File: src/rtl/mem_port_arbiter.sv
// Shares one single-ported memory between instruction fetch and data access.
// Data (older instruction) wins ties; each transaction is held until ack or timeout.
module mem_port_arbiter #(
  parameter int unsigned ADDR_W  = 32,
  parameter int unsigned DATA_W  = 32,
  parameter int unsigned TIMEOUT = 15
) (
  input  logic                  clk,
  input  logic                  rst_n,
  input  logic                  if_req,
  input  logic [ADDR_W-1:0]     if_addr,
  output logic [DATA_W-1:0]     if_rdata,
  output logic                  if_ready,
  input  logic                  d_req,
  input  logic                  d_we,
  input  logic [DATA_W/8-1:0]   d_be,
  input  logic [ADDR_W-1:0]     d_addr,
  input  logic [DATA_W-1:0]     d_wdata,
  output logic [DATA_W-1:0]     d_rdata,
  output logic                  d_ready,
  output logic                  m_req,
  output logic                  m_we,
  output logic [DATA_W/8-1:0]   m_be,
  output logic [ADDR_W-1:0]     m_addr,
  output logic [DATA_W-1:0]     m_wdata,
  input  logic [DATA_W-1:0]     m_rdata,
  input  logic                  m_ack,
  output logic                  stall_if,
  output logic                  stall_mem,
  output logic                  err
);

  localparam logic [7:0] CntLast = 8'(TIMEOUT - 1);

  typedef enum logic [1:0] {StIdle, StBusyI, StBusyD} state_e;

  state_e     state_q;
  logic [7:0] cnt_q;
  logic       d_elig;
  logic       i_elig;

  // A requester whose ready pulse is high this cycle has already been served.
  assign d_elig    = d_req & ~d_ready;
  assign i_elig    = if_req & ~if_ready;
  assign stall_if  = if_req & ~if_ready;
  assign stall_mem = d_req & ~d_ready;

  always_ff @(posedge clk) begin
    if (!rst_n) begin
      state_q  <= StIdle;
      cnt_q    <= 8'd0;
      m_req    <= 1'b0;
      m_we     <= 1'b0;
      m_be     <= '0;
      m_addr   <= '0;
      m_wdata  <= '0;
      if_rdata <= '0;
      d_rdata  <= '0;
      if_ready <= 1'b0;
      d_ready  <= 1'b0;
      err      <= 1'b0;
    end else begin
      if_ready <= 1'b0;
      d_ready  <= 1'b0;
      unique case (state_q)
        StIdle: begin
          if (d_elig) begin
            state_q <= StBusyD;
            cnt_q   <= 8'd0;
            m_req   <= 1'b1;
            m_we    <= d_we;
            m_be    <= d_be;
            m_addr  <= d_addr;
            m_wdata <= d_wdata;
          end else if (i_elig) begin
            state_q <= StBusyI;
            cnt_q   <= 8'd0;
            m_req   <= 1'b1;
            m_we    <= 1'b0;
            m_be    <= '1;
            m_addr  <= if_addr;
          end
        end
        StBusyI, StBusyD: begin
          if (m_ack) begin
            state_q <= StIdle;
            m_req   <= 1'b0;
            if (state_q == StBusyI) begin
              if_ready <= 1'b1;
              if_rdata <= m_rdata;
            end else begin
              d_ready <= 1'b1;
              if (!m_we) d_rdata <= m_rdata;
            end
          end else if (cnt_q == CntLast) begin
            // Abort: release the port and return zero data with a sticky error.
            state_q <= StIdle;
            m_req   <= 1'b0;
            err     <= 1'b1;
            if (state_q == StBusyI) begin
              if_ready <= 1'b1;
              if_rdata <= '0;
            end else begin
              d_ready <= 1'b1;
              d_rdata <= '0;
            end
          end else begin
            cnt_q <= cnt_q + 8'd1;
          end
        end
        default: state_q <= StIdle;
      endcase
    end
  end

endmodule

File: config.mk
export PLATFORM = sky130hd
export DESIGN_NAME = mem_port_arbiter
export DESIGN_NICKNAME = d
export VERILOG_FILES = /design/src/rtl/mem_port_arbiter.sv
export SDC_FILE = /design/constraint.sdc
export NUM_CORES = 1
export LEC_CHECK = 0
export ABC_AREA = 1
export CORE_UTILIZATION = 38
export DETAILED_ROUTE_END_ITERATION = 7
export GPL_ROUTABILITY_DRIVEN = 0
export MAX_ROUTING_LAYER = met4
export PLACE_DENSITY = 0.75
export SLEW_MARGIN = 20
export SYNTH_ARGS = -nofsm -noshare
export SYNTH_HDL_FRONTEND = slang
export SYNTH_SLANG_ARGS = --single-unit
File: constraint.sdc
create_clock -name clk -period 1.6 [get_ports clk]
set_clock_uncertainty 0.05 [all_clocks]
set_input_delay 0.32 -clock clk [delete_from_list [all_inputs] [get_ports clk]]
set_output_delay 0.32 -clock clk [all_outputs]
set_load 0.01 [all_outputs]
==> results of run 1 <==
==> logic make-up after synthesis <==
group | after synthesis | share of synthesized area, %
flip-flops | 147 | 47.12
AO/OA/AOI/OAI | 183 | 17.15
buffers and inverters | 116 | 8.834
AND/OR/NAND/NOR | 373 | 26.10
adder cells (fa/ha/maj) | 4 | 0.8013
==> worst max-delay path, cell delays in order, from the launching register on <==
cell and delay [ns]:
dfxtp_2 0.32, inv_2 0.07, ha_4 0.14, nand3_4 0.09, o21bai_4 0.21, buf_12 0.14, nand3_4 0.12, clkbuf_16 0.23
nand2_1 0.07, a21oi_1 0.05
==> layout by cell type, fill, tap and decap left out, types with 2 or more instances in the layout <==
| cell type | n |
|---|---|
| buf_2 | 3 |
| clkinvlp_4 | 3 |
| inv_2 | 6 |
| nand2_4 | 11 |
| o21ai_1 | 9 |
| dfxtp_1 | 144 |
| nand3_4 | 2 |
| buf_6 | 2 |
| buf_12 | 13 |
| nand4_1 | 52 |
| clkbuf_16 | 20 |
| o21ai_0 | 62 |
| a21oi_2 | 29 |
| nor2_1 | 102 |
| dfxtp_2 | 3 |
| dlygate4sd2_1 | 137 |
| nand2_2 | 17 |
| ha_4 | 2 |
| nor3_1 | 2 |
| inv_1 | 44 |
| ha_2 | 2 |
| clkinv_4 | 2 |
| nand3_1 | 9 |
| nor2_2 | 4 |
| nand2_1 | 172 |
| a31oi_1 | 32 |
| a21oi_1 | 49 |
| inv_6 | 5 |
| bufinv_16 | 2 |
| clkdlybuf4s50_1 | 134 |
| buf_4 | 36 |
==> repair_timing <==
action | in CTS | in global routing
setup endpoints to repair | 185 | 70
pin swaps | 1 | 2
hold buffers | 0 | 0
gates cloned | 0 | 3
setup buffers | 1 | 2
gates resized for setup | 146 | 45
==> layout make-up <==
cell class,instances,share of cell area (%)
clock buffers,19,4.380
clock inverters,13,1.472
inverters,51,1.893
multi-input cells,560,28.58
flip-flops and latches,147,29.14
well taps,216,2.673
repair buffers,331,31.86
==> registers in the layout (all words and copies together) (netlist names) <==
signal and cells:
cnt_q 8, d_rdata 32, d_ready 1, err 1, if_rdata 32, if_ready 1
m_addr 32, m_be 4, m_req 1, m_wdata 32, m_we 1, state_q 2
==> Yosys cell counts, types with 3 or more instances <==
cell type  number  share of area (%)
a21oi_1        54                4.3
a21oi_2        24                3.4
a31oi_1        32                3.2
buf_1           3               0.18
buf_2          15                1.2
buf_4           7               0.84
buf_6           8                1.4
clkbuf_1       31                1.9
dfxtp_1       147                 47
ha_1            4               0.80
inv_1          47                2.8
nand2_1       186                 11
nand2_2        13                1.3
nand3_1         9               0.72
nand4_1        52                5.2
nor2_1        104                6.2
o21ai_0        63                5.0
o21ai_1         8               0.64
==> layer usage <==
metal	vias up	part of all wire (%)	track usage, %	wire length (um)
met5	-	0	-	0
met4	0	3.8	12.38	776
met3	39	7.7	6.232	1563
met2	243	47	37.70	9539
met1	2935	41	28.54	8293
li1	3300	-	-	-
==> power groups by stage <==
stage	combinational, mW	sequential (mW)	clock (mW)
global route	3.11	4.29	4.23
detailed placement	3.00	4.32	0
global placement	2.98	4.32	0
floorplan	1.21	4.48	0
finish	2.84	4.25	3.99
CTS	2.80	4.24	4.07
==> worst paths after layout <==
| path | to | slack [ns] |
|---|---|---|
| worst max register to register | if_rdata[13]$_SDFFE_PN0P_ | -0.002 |
| worst min-delay path | err$_SDFFE_PN0P_ | 0.33 |
| worst min register to register | d_rdata[19]$_SDFFE_PN0P_ | 0.41 |
| worst max-delay path | if_rdata[13]$_SDFFE_PN0P_ | -0.002 |
==> flow_summary.toml, run 1 <==
[grt]
grt_pass1_wl_um = 30670
grt_overflow_total = 0
grt_antenna_before_repair = 0
grt_use_total_pct = 24.12
grt_pass1_vias = 6043
grt_max_degree = 65

[synth]
synth.ff_latch_count = 147
syn_area_um2 = 6246
yosysWarnings = 0
syn_nets = 965
ys.flop_type = "dfxtp_1"
synth_cells = 823
synth.avg_cell_area_um2 = 7.589
synth-edff-count = 0
ys_async_sr_fraction_pct = 0
yosysSeqAreaShare_pct = 47.12
yosysUniqueCellTypes = 29

[outcome]
violations = "setup timing"
status = "finished with violations"

[critical_path]
ff2ff_path_depth = 9
startpoint = "cnt_q[0]$_SDFFE_PN0P_"
critPathKind = "flop to flop"
crit_required_ns = 1.86
start_kind = "flop"
arrival_ns = 1.86
timing.rr.start = "cnt_q[0]$_SDFFE_PN0P_"
path_max_fanout = 16
cp-end-kind = "flop"

[final_layout]
final_core_util_pct = 63.43
n_fill_cell = 1432
diodes = 0
final_cells = 1337
layout.nets = 1250
area_growth_pct = 61.90
final_cell_area_um2 = 10110
multi_input_area_um2 = 2890
seqCellArea_um2 = 2947
drive_gt1_share_pct = 15.08

[route]
ant_nets = 0
drcViolationCount = 0
dr_total_vias = 6517
avgRoutedWirePerCell_um = 15.09
drtPass1Iterations = 4
drt_iter0_markers = 326
wl_um = 20170
routed_via_density = 4.874

[pwr]
p_int_mw = 7.740
pwr_density_cell_nw_per_um2 = 1096
p_leak_nw = 4.598
power_mw = 11.08
ir_drop_uv = 755.8
p_clk_share_pct = 36.0
swShare_pct = 30.16
p_switching_mw = 3.342
combPwrFrac_pct = 25.7
p_seq_share_pct = 38.3

[sta]
maxClockFrequency_mhz = 624.3
maxSlewViolCount = 0
rsz0062_at_grt = "yes"
holdWs_ns = 0.3278
slew-limit-headroom_pct = 77.92
fin_crit_sh_pct = 100.1
tightest_slew_ns = 0.3313
finalSetupTns_ns = -0.002499
timing.final.ws_setup_ns = -0.001731
setup_viol_count_final = 2
period_minus_slack_ns = 1.602
finalHoldViolations = 0

[floorplan]
ios = 277
fp.dieW_um = 130.2
core_um2 = 15940
die_h_um = 130.2
dieArea_um2 = 16950
floorplan.initialDensity_pct = 39.18
fp-row-count = 46

[clock_network]
clock-root-buffer = "clkbuf_16"
cts-buffers-inserted = 17
clkLatencyLatePin_ns = 0.41
clkSinkCount = 147
clkTransAtPathRegs_ns = 0.06
cts_max_level = 4
max-clock-path-buffers = 2
cts_tree = "yes"

[run]
drv_cap = 0

[worst_hold_path]
hold_start = "rst_n"
hold_depth = 3
hold_path_class = "primary input to flop"

[place]
place_area_um2 = 9442
dp_hpwl_um = 14140
placed_cells = 1299
portBuffers = 276
dpl_worst_slack_ns = -0.3330
Power figures use the tool's default switching activity.
==> inputs of run 2 (changes only) <==
- GPL_ROUTABILITY_DRIVEN: 0 -> default
- MAX_ROUTING_LAYER: met4 -> default
==> run 2 against run 1 <==
Net effect: the run now ends clean; maximum frequency up 0.46%; non-clock buffer count unchanged; combinational power about the same; global-route usage is 0.69 points lower; wire length grew 0.28%; cell count did not move; via count hardly changed; flip-flop and latch count unchanged.
==> flow_summary.toml, run 2 (synthesis gave the netlist of run 1 again) <==
[outcome]
status = "finished clean"

[sta]
rsz0062_at_grt = "yes"
maxClockFrequency_mhz = 627.2
maxSlewViolCount = 0
fin_crit_sh_pct = 99.65
period_minus_slack_ns = 1.594
finalHoldViolations = 0
setup_viol_count_final = 0
holdWs_ns = 0.3280
tightest_slew_ns = 0.3360
slew-limit-headroom_pct = 77.60

[final_layout]
drive_gt1_share_pct = 14.99
final_common_cell = "nand2_1"
layout.nets = 1250
diodes = 0
final_cell_mix = "172 x nand2_1, 144 x dfxtp_1, 136 x dlygate4sd2_1, 134 x clkdlybuf4s50_1, 102 x nor2_1"
area_growth_pct = 61.82
final_core_util_pct = 63.40

[grt]
grt_pass1_wl_um = 30740
grt_max_degree = 65
grt_pass1_vias = 6039
grt_overflow_total = 0
grt_antenna_before_repair = 0
grt_use_total_pct = 23.43

[place]
gp_congestion = 0.8587
dp_hpwl_um = 14140
portBuffers = 276

[critical_path]
path_max_fanout = 16
arrival_ns = 1.85
start_kind = "flop"
critPathKind = "flop to flop"
crit_required_ns = 1.86
cp-end-kind = "flop"

[route]
drtPass1Iterations = 4
wl_um = 20230
avgRoutedWirePerCell_um = 15.13
routed_via_density = 4.871
drt_iter0_markers = 337
dr_total_vias = 6513
ant_nets = 0
drcViolationCount = 0

[clock_network]
cts-buffers-inserted = 17
cts_tree = "yes"
clkSinkCount = 147
clock-root-buffer = "clkbuf_16"
max-clock-path-buffers = 2
clkLatencyLatePin_ns = 0.42
clkTransAtPathRegs_ns = 0.06
cts_max_level = 4

[pwr]
ir_drop_uv = 726.1
p_leak_nw = 4.595
power_mw = 11.08
pwr_density_cell_nw_per_um2 = 1096

[floorplan]
dieArea_um2 = 16950
fp.dieW_um = 130.2
core_um2 = 15940
floorplan.initialDensity_pct = 39.18
fp-row-count = 46
ios = 277
die_h_um = 130.2

[worst_hold_path]
hold_path_class = "primary input to flop"

[run]
drv_cap = 0
==> run 2: changes by cell type in the layout (fill, tap and decap cells not counted) <==
cell,delta
clkdlybuf4s15_1,+1
dlygate4sd2_1,-1
ha_2,-1
ha_1,+1
buf_6,-1
buf_4,+1
==> run 2: what timing repair did <==
item	in CTS	in global routing
setup endpoints to repair	185	71
hold buffers	0	0
gates cloned	0	3
gates resized for setup	146	44
pin swaps	1	2
buffers inserted	1	2
==> run 2: path summary, 6_finish.rpt <==
kind                            start                        end  slack (ns)  cells after the start
min                             rst_n           err$_SDFFE_PN0P_        0.33                      3
min reg2reg  d_rdata[19]$_SDFFE_PN0P_   d_rdata[19]$_SDFFE_PN0P_        0.41                      2
max reg2reg     cnt_q[0]$_SDFFE_PN0P_  if_rdata[13]$_SDFFE_PN0P_       0.006                      9
max             cnt_q[0]$_SDFFE_PN0P_  if_rdata[13]$_SDFFE_PN0P_       0.006                      9
==> run 2: power by group <==
group	switching [mW]	internal [mW]
Combinational	1.52	1.32
Sequential	0.198	4.05
Clock	1.62	2.36
==> run 2: per-stage QoR <==
stage / instances / setup TNS [ns] / setup slack (ns) / instance area, um2
after floorplan: 823 / 0 / 0.04311 / 6246
after detailed placement: 1299 / -18.84 / -0.3330 / 9442
final: 1337 / 0 / 0.005652 / 10110
after global placement: 1299 / -16.79 / -0.3260 / 9442
after global routing: 1337 / -1.385 / -0.08045 / 10110
after CTS: 1332 / 0 / 0.001370 / 9881
==> run 2: area by class of cell <==
class,instances,area [um2]
fillers,1433,5836
well taps,216,270.3
inverters,51,191.4
clock inverters,13,148.9
repair buffers,331,3219
clock buffers,19,442.9
multi-input cells,560,2888
flip-flops and latches,147,2947
==> run 2: worst max-delay path: stages (launching register included) <==
cell       delay, ns
dfxtp_2         0.32
inv_2           0.07
ha_4            0.14
nand3_4         0.09
o21bai_4        0.21
buf_12          0.14
nand3_4         0.12
clkbuf_16       0.22
nand2_1         0.07
a21oi_1         0.05
==> run 2: layer usage <==
layer	global-route usage [%]	up-vias	wire, um
met1	27.62	2950	8207
met4	11.15	0	650
li1	-	3298	-
met3	7.872	36	1726
met5	0	-	0
met2	38.27	229	9645
